--- src/rtl/line_buffer_ctrl.sv ---
// Frame sequencer for the 3x3 line buffer. It clears the buffer before each frame,
// then forwards a raster pixel stream with its coordinates and flags complete windows.
module line_buffer_ctrl #(
    parameter int DATA_W       = 8,
    parameter int XW           = 11,
    parameter int YW           = 10,
    parameter int CLEAR_CYCLES = 2
) (
    input  logic              clk,
    input  logic              reset,
    input  logic              start,
    input  logic [7:0]        img_width,
    input  logic [YW-1:0]     img_height,
    input  logic [DATA_W-1:0] s_pixel,
    input  logic              s_valid,
    output logic              s_ready,
    output logic [DATA_W-1:0] lb_pixel,
    output logic              lb_valid,
    output logic              lb_clear,
    output logic [XW-1:0]     lb_x,
    output logic [YW-1:0]     lb_y,
    output logic              win_valid,
    output logic              busy,
    output logic              frame_done,
    output logic              cfg_err
);

    localparam logic [1:0] S_IDLE   = 2'd0;
    localparam logic [1:0] S_CLEAR  = 2'd1;
    localparam logic [1:0] S_STREAM = 2'd2;

    localparam int CW = (CLEAR_CYCLES > 1) ? $clog2(CLEAR_CYCLES) : 1;

    logic [1:0]        r_state;
    logic [7:0]        r_w_l;
    logic [YW-1:0]     r_h_l;
    logic [XW-1:0]     r_col;
    logic [YW-1:0]     r_row;
    logic [CW-1:0]     r_clr_cnt;
    logic [DATA_W-1:0] r_lb_pixel;
    logic [XW-1:0]     r_lb_x;
    logic [YW-1:0]     r_lb_y;
    logic              r_lb_valid;
    logic              r_win_valid;
    logic              r_frame_done;
    logic              r_cfg_err;

    logic              w_cfg_ok;
    logic              w_accept;
    logic [XW-1:0]     w_col_max;
    logic              w_col_last;
    logic              w_row_last;

    assign w_cfg_ok   = (img_width >= 8'd3) && (img_height >= YW'(3));
    assign w_accept   = s_valid && s_ready;
    // Width is 8 bits wide; zero-extend before the subtraction so the compare is XW bits.
    assign w_col_max  = {{(XW-8){1'b0}}, r_w_l} - XW'(1);
    assign w_col_last = (r_col == w_col_max);
    assign w_row_last = (r_row == (r_h_l - YW'(1)));

    assign s_ready    = (r_state == S_STREAM);
    assign lb_clear   = (r_state == S_CLEAR);
    assign busy       = (r_state == S_CLEAR) || (r_state == S_STREAM);
    assign lb_pixel   = r_lb_pixel;
    assign lb_x       = r_lb_x;
    assign lb_y       = r_lb_y;
    assign lb_valid   = r_lb_valid;
    assign win_valid  = r_win_valid;
    assign frame_done = r_frame_done;
    assign cfg_err    = r_cfg_err;

    // NOTE: all state below uses non-blocking assignments so every register samples
    // pre-edge values, independent of statement order within the block.
    always_ff @(posedge clk) begin
        if (reset) begin
            r_state      <= S_IDLE;
            r_w_l        <= '0;
            r_h_l        <= '0;
            r_col        <= '0;
            r_row        <= '0;
            r_clr_cnt    <= '0;
            r_lb_pixel   <= '0;
            r_lb_x       <= '0;
            r_lb_y       <= '0;
            r_lb_valid   <= 1'b0;
            r_win_valid  <= 1'b0;
            r_frame_done <= 1'b0;
            r_cfg_err    <= 1'b0;
        end else begin
            r_lb_valid   <= 1'b0;
            r_win_valid  <= 1'b0;
            r_frame_done <= 1'b0;
            r_cfg_err    <= 1'b0;
            case (r_state)
                S_IDLE: begin
                    if (start) begin
                        if (w_cfg_ok) begin
                            r_w_l     <= img_width;
                            r_h_l     <= img_height;
                            r_col     <= '0;
                            r_row     <= '0;
                            r_clr_cnt <= '0;
                            r_state   <= S_CLEAR;
                        end else begin
                            r_cfg_err <= 1'b1;
                        end
                    end
                end
                S_CLEAR: begin
                    if (r_clr_cnt == CW'(CLEAR_CYCLES - 1)) begin
                        r_state <= S_STREAM;
                    end else begin
                        r_clr_cnt <= r_clr_cnt + CW'(1);
                    end
                end
                S_STREAM: begin
                    if (w_accept) begin
                        r_lb_pixel  <= s_pixel;
                        r_lb_x      <= r_col;
                        r_lb_y      <= r_row;
                        r_lb_valid  <= 1'b1;
                        r_win_valid <= (r_col >= XW'(2)) && (r_row >= YW'(2));
                        if (w_col_last) begin
                            r_col <= '0;
                            if (w_row_last) begin
                                r_row        <= '0;
                                r_frame_done <= 1'b1;
                                r_state      <= S_IDLE;
                            end else begin
                                r_row <= r_row + YW'(1);
                            end
                        end else begin
                            r_col <= r_col + XW'(1);
                        end
                    end
                end
                default: r_state <= S_IDLE;
            endcase
        end
    end

endmodule

--- config.mk ---
export PLATFORM = sky130hd
export DESIGN_NAME = line_buffer_ctrl
export DESIGN_NICKNAME = d
export VERILOG_FILES = /design/src/rtl/line_buffer_ctrl.sv
export SDC_FILE = /design/constraint.sdc
export NUM_CORES = 1
export LEC_CHECK = 0
export ABC_AREA = 1
export CORE_MARGIN = 1
export CORE_UTILIZATION = 30
export CTS_CLUSTER_SIZE = 14
export DETAILED_ROUTE_END_ITERATION = 10
export GPL_TIMING_DRIVEN = 1
export PLACE_DENSITY_LB_ADDON = 0.3
export RECOVER_POWER = 25
export SYNTH_ARGS = -nofsm -noshare
export SYNTH_HDL_FRONTEND = slang
export SYNTH_SLANG_ARGS = --single-unit
--- constraint.sdc ---
create_clock -name clk -period 3 [get_ports clk]
set_input_delay 0.45 -clock clk [delete_from_list [all_inputs] [get_ports clk]]
set_output_delay 0.45 -clock clk [all_outputs]
set_load 0.03 [all_outputs]
# Word level (Yosys, flattened, before mapping)
# Index checks and enable logic that the tools add are counted.
# word_totals
out_inout_bits,36
regBits,75
wordCells,79
input_bits,30
# op_classes
n_eq_ne,10
order_cmp,4
bitwise_logic,5
muxes,25
n_addsub,5
reduce_logical,17
# op_table
cell,count
10-bit two-way mux,5
11-bit two-way mux,4
11-bit one-hot mux with 2 select lines,1
10-bit by 2-bit greater-or-equal comparator with 1-bit output (second input constant),2
10-bit one-hot mux with 2 select lines,1
2-bit two-way mux,6
11-bit by 1-bit adder with 11-bit output (second input constant),1
11-bit equality test,1
11-bit by 2-bit greater-or-equal comparator with 1-bit output (second input constant),1
10-bit by 1-bit adder with 10-bit output (second input constant),1
10-bit equality test,1
10-bit by 1-bit subtractor with 10-bit output (second input constant),1
8-bit by 1-bit subtractor with 9-bit output (second input constant),1
8-bit by 2-bit greater-or-equal comparator with 1-bit output (second input constant),1
2-bit by 1-bit inequality test with 1-bit output (second input constant),4
1-bit two-way mux,6
2-bit one-hot mux with 3 select lines,1
3-bit AND reduction,2
6-bit AND reduction,1
3-bit OR reduction,2
1-bit NOT,5
5-bit AND reduction,1
2-bit inequality test (second input constant),2
4-bit AND reduction,1
other kinds (11),14

# Longest topological paths before layout
# Gate-level depths: netlist (run 1).
# logic_depth
word_depth,6
mapped_depth,17
depth_no_buf,17

# Least setup slack after synthesis (run 1)
# OpenSTA, ideal clock, no wires.
# synth_path
path_type,register to register
from,register r_state[0]
to,register r_col[6]
setup_ns,0.072
slack_ns,1.022
period_less_slack_ns,1.978
required_time_ns,2.928
path_stages_with_launch,13
n_path_buf,2
arrival_ns,1.906
path_cell_list,dfxtp_1 -> inv_1 -> ha_1 -> buf_2 -> inv_1 -> o21ai_2 -> inv_2 -> o211ai_2 -> inv_2 -> nand2_4 -> nand2_4 -> buf_6 -> nor3b_2
# synth_via
elab_chain_cells,4
elab_cells_between_ends,9
cone_classes,eq/ne: 4; mux: 1; reduce/logical: 4
# synth_rtl
item,line_no,source
from (decl),34,logic [1:0] r_state;
from (signal assigned),76,r_state <= S_IDLE;
from (signal assigned),103,r_state <= S_CLEAR;
from (signal assigned),111,r_state <= S_STREAM;
2-bit equality test (*),61,assign s_ready = (r_state == S_STREAM);
via s_ready,16,"output logic s_ready,"
1-bit logical AND,55,assign w_accept = s_valid && s_ready;
2-bit by 1-bit inequality test with 1-bit output (no source line),-,
4-bit AND reduction (no source line),-,
to (signal assigned),133,r_col <= r_col + XW'(1);
to (decl),37,logic [XW-1:0] r_col;
# Mark *: on every way through the listed nets, which the timed path passes. The rest lies on a longest branch.
# A chain may end at the register's enable or synchronous reset.

# Worst setup path in the final report (run 1)
# layout_path
from,register r_state[0]
to,output s_ready
# layout_via
elab_chain_cells,1
# layout_rtl
item,line_no
2-bit equality test,61
to (decl),16
# Every way passes these cells.

==> results.yml, run 1 <==
global_routing:
  grt-busiest-layer: "met2"
  grtUsageMet1_pct: 18.8
  grt_pass1_vias: 3703
  grt_antenna_before_repair: 0
  grt_max_degree: 49
  met3_usage_pct: 3.58
  gr-usage-met2_pct: 28.8
  grt_pass1_wl_um: 17100
  grt_use_total_pct: 16.3
  overflow: 0
layout:
  seq_area_um2: 1500
  drive_above_1_share_pct: 6.04
  fillerInstances: 1331
  syn_to_final_growth_pct: 27.6
  multi_input_area_um2: 2050
  nets: 680
  antenna-diode-count: 0
  fin_cells: 818
clock_tree:
  clock-sinks: 75
  cts_buffers: 9
  clkTransAtPathRegs_ps: 60
  clk_latency_ps: 330
  cts_tree: "yes"
  htreeDepth: 3
  cts_root_buf: "clkbuf_16"
  ctsHoldBuffers: 0
  ctsLongestPathBuffers: 2
  post_cts_buffers: 0
  cts_resized: 0
floorplan:
  dieArea_um2: 13500
  initial_utilization_pct: 30.9
  die_x_um: 116
  die_y_um: 116
  num_io_pins: 66
  rows: 41
  core_um2: 12700
timing:
  whs_ps: 471
  finalMaxSlewViolations: 0
  finalHoldViolCount: 0
  fmax_ghz: 0.423
  rsz0062_at_grt: "no"
  fin_skew_ps: 7.44
  setup_tns_ps: 0
  worst_pin_slew_ps: 618
  finalSetupViolCount: 0
  max-slew-margin-rel_pct: 58.8
  fin_crit_sh_pct: 78.9
  worst_slack_ps: 634
  min_period_ps: 2370
power_and_ir_drop:
  power_frac_clock_pct: 24.1
  switching_share_pct: 42.4
  powerDensity_nw_per_um2: 809
  p_total_mw: 4.04
  p_int_mw: 2.33
  peakVddDrop_mv: 0.292
  total_leakage_power_nw: 2.19
  p_sw_mw: 1.71
  seq_power_share_pct: 31.9
  p_comb_share_pct: 43.9
detailed_routing:
  drtIter0Drc: 161
  wl_per_cell_um: 12.7
  drcViolationCount: 0
  vias_per_cell: 4.71
  routed_wl_um: 10400
  first_pass_iters: 4
  via_count: 3855
  drtAntennaViolNets: 0
logic_synthesis:
  seq_area_frac_synth_pct: 38.4
  synth.most_common_cell: "nand2_1"
  yosys_most_used_dff: "dfxtp_1"
  async_flop_share_pct: 0
  synth_top_area_share_pct: 38.4
  yosysTopAreaCell: "dfxtp_1"
  synth_commonest_cells: "nand2_1, nor2_1, dfxtp_1, inv_1, o21ai_0"
  synth_area_leaders: "dfxtp_1, nand2_1, nor2_1, o21ai_0, inv_1"
  avgSynthCellArea_um2: 6.75
  synth_nets: 619
  synth-seq-cells: 75
  yosys_warnings: 0
  synth-edff-count: 0
  ys_types: 34
  syn_inst: 580
  synth_area_um2: 3910
critical_path:
  ff2ff_setup_slack_ps: 650
  critPathMaxStageDelay_ps: 760
  start_kind: "flop"
  slowest_stage: "clkdlybuf4s50_1"
  reg2reg_depth: 16
  arrival_ps: 1920
  r2r_end: "r_row[2]"
  critPathKind: "flop to output pin"
  required_ps: 2550
  endpoint_kind: "output pin"
  critPathMaxFanout: 8
  path_cells: "inv_1 > ha_1 > clkdlybuf4s50_1"
  rr_startpoint: "r_w_l[0]"
run_status:
  status: "completed"
placement:
  place_congestion: 0.837
  port_buffers: 65
  dp_slack_ps: 489
  dp_hpwl_um: 7860
  dp.cells: 802
min_path:
  hp-class: "flop to flop"
  min_from: "r_clr_cnt"
  min_path_cells: 2
  hold_end: "r_clr_cnt"
run:
  max_cap_viol_count: 0
registers in the layout, indices dropped and copies added, names as in the netlist:
register / cells
cfg_err: 1
frame_done: 1
lb_pixel: 8
lb_valid: 1
lb_x: 11
lb_y: 10
r_clr_cnt: 1
r_col: 11
r_h_l: 10
r_row: 10
r_state: 2
r_w_l: 8
win_valid: 1
cell families after synthesis:
kind of cell | after synthesis | synth area share, %
buffers and inverters | 94 | 9.31
and+or+nand+nor | 282 | 31.9
DFF | 75 | 38.4
xor gates and xnor gates | 15 | 3.36
AOI/OAI and AO/OA | 105 | 14.2
adders and majority gates | 9 | 2.88
power by group through the flow:
stage	clock, mW	sequential [mW]	combinational [mW]
2_1_floorplan	0	1.42	1.20
6_report	0.975	1.29	1.77
4_1_cts	1.00	1.29	1.80
3_3_place_gp	0	1.31	1.75
3_5_place_dp	0	1.32	1.79
5_1_grt	1.04	1.31	2.01
critical path: cells and delay by family, from the launching register on:
family	cells	cell delay, ps
buffers and inverters	2	860
adder cells (fa/ha/maj)	1	400
flip-flops	1	320
placed cells by master (no fill, tap or decap), types with 6 or more instances in the layout:
cell | netlist | layout
clkdlybuf4s50_1 | 0 | 39
nand3_1 | 45 | 45
nor3_1 | 10 | 10
xnor2_1 | 6 | 6
nand2_1 | 114 | 114
dlygate4sd3_1 | 0 | 26
dfxtp_1 | 75 | 75
nand4_1 | 11 | 11
o21ai_0 | 55 | 55
nor2_1 | 82 | 82
inv_1 | 72 | 72
xor2_1 | 9 | 9
ha_1 | 9 | 9
clkbuf_16 | 0 | 9
a21oi_1 | 42 | 42
final cells by class:
| cell class | count | share of cell area (%) |
|---|---|---|
| Sequential cell | 75 | 30.1 |
| Clock buffer | 12 | 4.74 |
| Multi-Input combinational cell | 411 | 41.0 |
| Timing Repair Buffer | 70 | 13.8 |
| Inverter | 74 | 5.56 |
| Tap cell | 172 | 4.31 |
| Clock inverter | 4 | 0.551 |
per-layer routing:
metal / wire length [µm] / vias up
li1: - / 1996
met1: 4570 / 1776
met2: 5260 / 64
met3: 334 / 19
met4: 215 / 0
met5: 0 / -
worst max path at each step:
stage	from	to	slack, ps	depth (start not counted)
global route	r_w_l[0]	r_row[2]	420	16
finish	r_state[0]	s_ready	630	3
global placement	img_height[6]	r_col[4]	540	12
CTS	r_state[0]	s_ready	620	3
detailed placement	img_height[6]	r_col[4]	490	12
floorplan	r_state[0]	r_col[6]	1020	12
metrics by stage:
stage | utilization (%) | cell area [µm²]
after global placement | 37.3 | 4730
final | 39.4 | 4990
after floorplan | - | 3910
after global routing | 39.4 | 4990
after detailed placement | 37.3 | 4730
after CTS | 39.4 | 4990
(Power assumes the default switching activity.)
==> run 2: changes to the inputs <==
==> constraint.sdc (replaced) <==
create_clock -name clk -period 2.43 [get_ports clk]
set_input_delay 0.3645 -clock clk [delete_from_list [all_inputs] [get_ports clk]]
set_output_delay 0.3645 -clock clk [all_outputs]
set_load 0.03 [all_outputs]
==> results.yml, run 2 (same netlist as run 1, synthesis figures left out) <==
timing:
  worst_slack_ps: 139
  min_period_ps: 2290
  finalSetupViolCount: 0
  setup_tns_ps: 0
  finalMaxSlewViolations: 0
  max-slew-margin-rel_pct: 60.7
  rsz0062_at_grt: "no"
  whs_ps: 464
  finalHoldViolCount: 0
  fin_crit_sh_pct: 94.3
  worst_pin_slew_ps: 589
  fin_skew_ps: 7.78
  fmax_ghz: 0.437
power_and_ir_drop:
  powerDensity_nw_per_um2: 1010
  p_sw_mw: 2.18
  p_int_mw: 2.93
  switching_share_pct: 42.6
  peakVddDrop_mv: 0.339
  p_comb_share_pct: 43.9
  seq_power_share_pct: 31.1
  power_frac_clock_pct: 25.0
  total_leakage_power_nw: 2.20
layout:
  layout_common_cells: "nand2_1, nor2_1, dfxtp_1, inv_1, o21ai_0"
  nets: 683
  antenna-diode-count: 0
  layout_commonest_cell: "nand2_1"
  fillerInstances: 1321
  syn_to_final_growth_pct: 29.0
  drive_above_1_share_pct: 6.78
detailed_routing:
  first_pass_iters: 4
  drcViolationCount: 0
  drtAntennaViolNets: 0
  wl_per_cell_um: 12.6
  via_count: 3850
  routed_wl_um: 10300
  vias_per_cell: 4.69
  drtIter0Drc: 150
clock_tree:
  cts_tree: "yes"
  ctsHoldBuffers: 0
  clock-sinks: 75
  post_cts_buffers: 0
  clkTransAtPathRegs_ps: 60
  ctsLongestPathBuffers: 2
  cts_root_buf: "clkbuf_16"
  clk_latency_ps: 340
  cts_resized: 0
  htreeDepth: 3
  cts_buffers: 9
critical_path:
  arrival_ps: 1930
  path_buf_inv: 2
  critPathMaxFanout: 8
  start_kind: "flop"
  cp_top_family: "buffers and inverters"
  slowest_stage: "clkdlybuf4s50_1"
  path_cells: "inv_1 > ha_1 > clkdlybuf4s50_1"
  critPathMaxStageDelay_ps: 770
  critPathKind: "flop to output pin"
  required_ps: 2070
  endpoint_kind: "output pin"
min_path:
  hp-class: "flop to flop"
placement:
  dp_slack_ps: 176
  port_buffers: 65
  place_congestion: 0.839
  dp_hpwl_um: 7920
global_routing:
  grt_use_total_pct: 15.9
  grt_max_degree: 37
  grt_pass1_wl_um: 16700
  grt_antenna_before_repair: 0
  overflow: 0
  grt_pass1_vias: 3624
floorplan:
  num_io_pins: 66
  dieArea_um2: 13500
  rows: 41
  die_y_um: 116
  initial_utilization_pct: 30.9
  core_um2: 12700
  die_x_um: 116
run_status:
  status: "completed"
run:
  max_cap_viol_count: 0
==> run 2: changes by cell type in the layout (fill, tap and decap cells not counted) <==
cell / previous run / this run
buf_12: 0 / 1
buf_4: 5 / 6
clkbuf_1: 3 / 1
clkdlybuf4s50_1: 39 / 40
clkinv_2: 2 / 0
clkinv_4: 2 / 1
clkinvlp_4: 0 / 3
dlygate4sd3_1: 26 / 25
inv_6: 0 / 2
inv_8: 0 / 1
==> run 2: power by group through the flow <==
stage	combinational (mW)	clock, mW	sequential, mW
6_report	2.24	1.28	1.59
5_1_grt	2.50	1.37	1.62
4_1_cts	2.28	1.30	1.60
3_5_place_dp	2.26	0	1.62
3_3_place_gp	2.21	0	1.62
2_1_floorplan	1.48	0	1.75
==> run 2: worst min-delay path: cells and delay by family, from the launching register on <==
kind | cells | cell delay, ps
compound gates | 1 | 50
flops | 1 | 310
simple gates | 1 | 60
==> run 2: metal layers <==
layer,track usage [%],part of all wire (%)
met1,17.7,43
met2,29.4,51
met5,0,0
met4,5.30,1.4
met3,3.89,3.8
==> run 2: per-stage QoR <==
step | cell area (µm²) | util, % | total power, mW | instances
after global placement | 4760 | 37.6 | 3.83 | 805
after CTS | 5050 | 39.9 | 5.18 | 821
after global routing | 5050 | 39.8 | 5.49 | 821
final | 5050 | 39.8 | 5.11 | 821
after detailed placement | 4760 | 37.6 | 3.89 | 805
after floorplan | 3910 | - | 3.23 | 580
==> run 2: cell type report <==
cell class	count	area [µm²]	area share, %
sequential	75	1500	29.8
inverter	74	278	5.50
timing repair buffer	73	719	14.3
clock buffer	9	225	4.46
tap	172	215	4.26
multi-input combinational	411	2050	40.6
clock inverter	7	60.1	1.19
==> run 2: final timing paths <==
kind	from	endpoint	slack, ps	cells after the start
setup reg to reg	r_w_l[0]	r_row[3]	200	15
setup / recovery	r_state[0]	s_ready	140	3
hold reg to reg	r_clr_cnt	r_clr_cnt	460	2
hold / removal	r_clr_cnt	r_clr_cnt	460	2
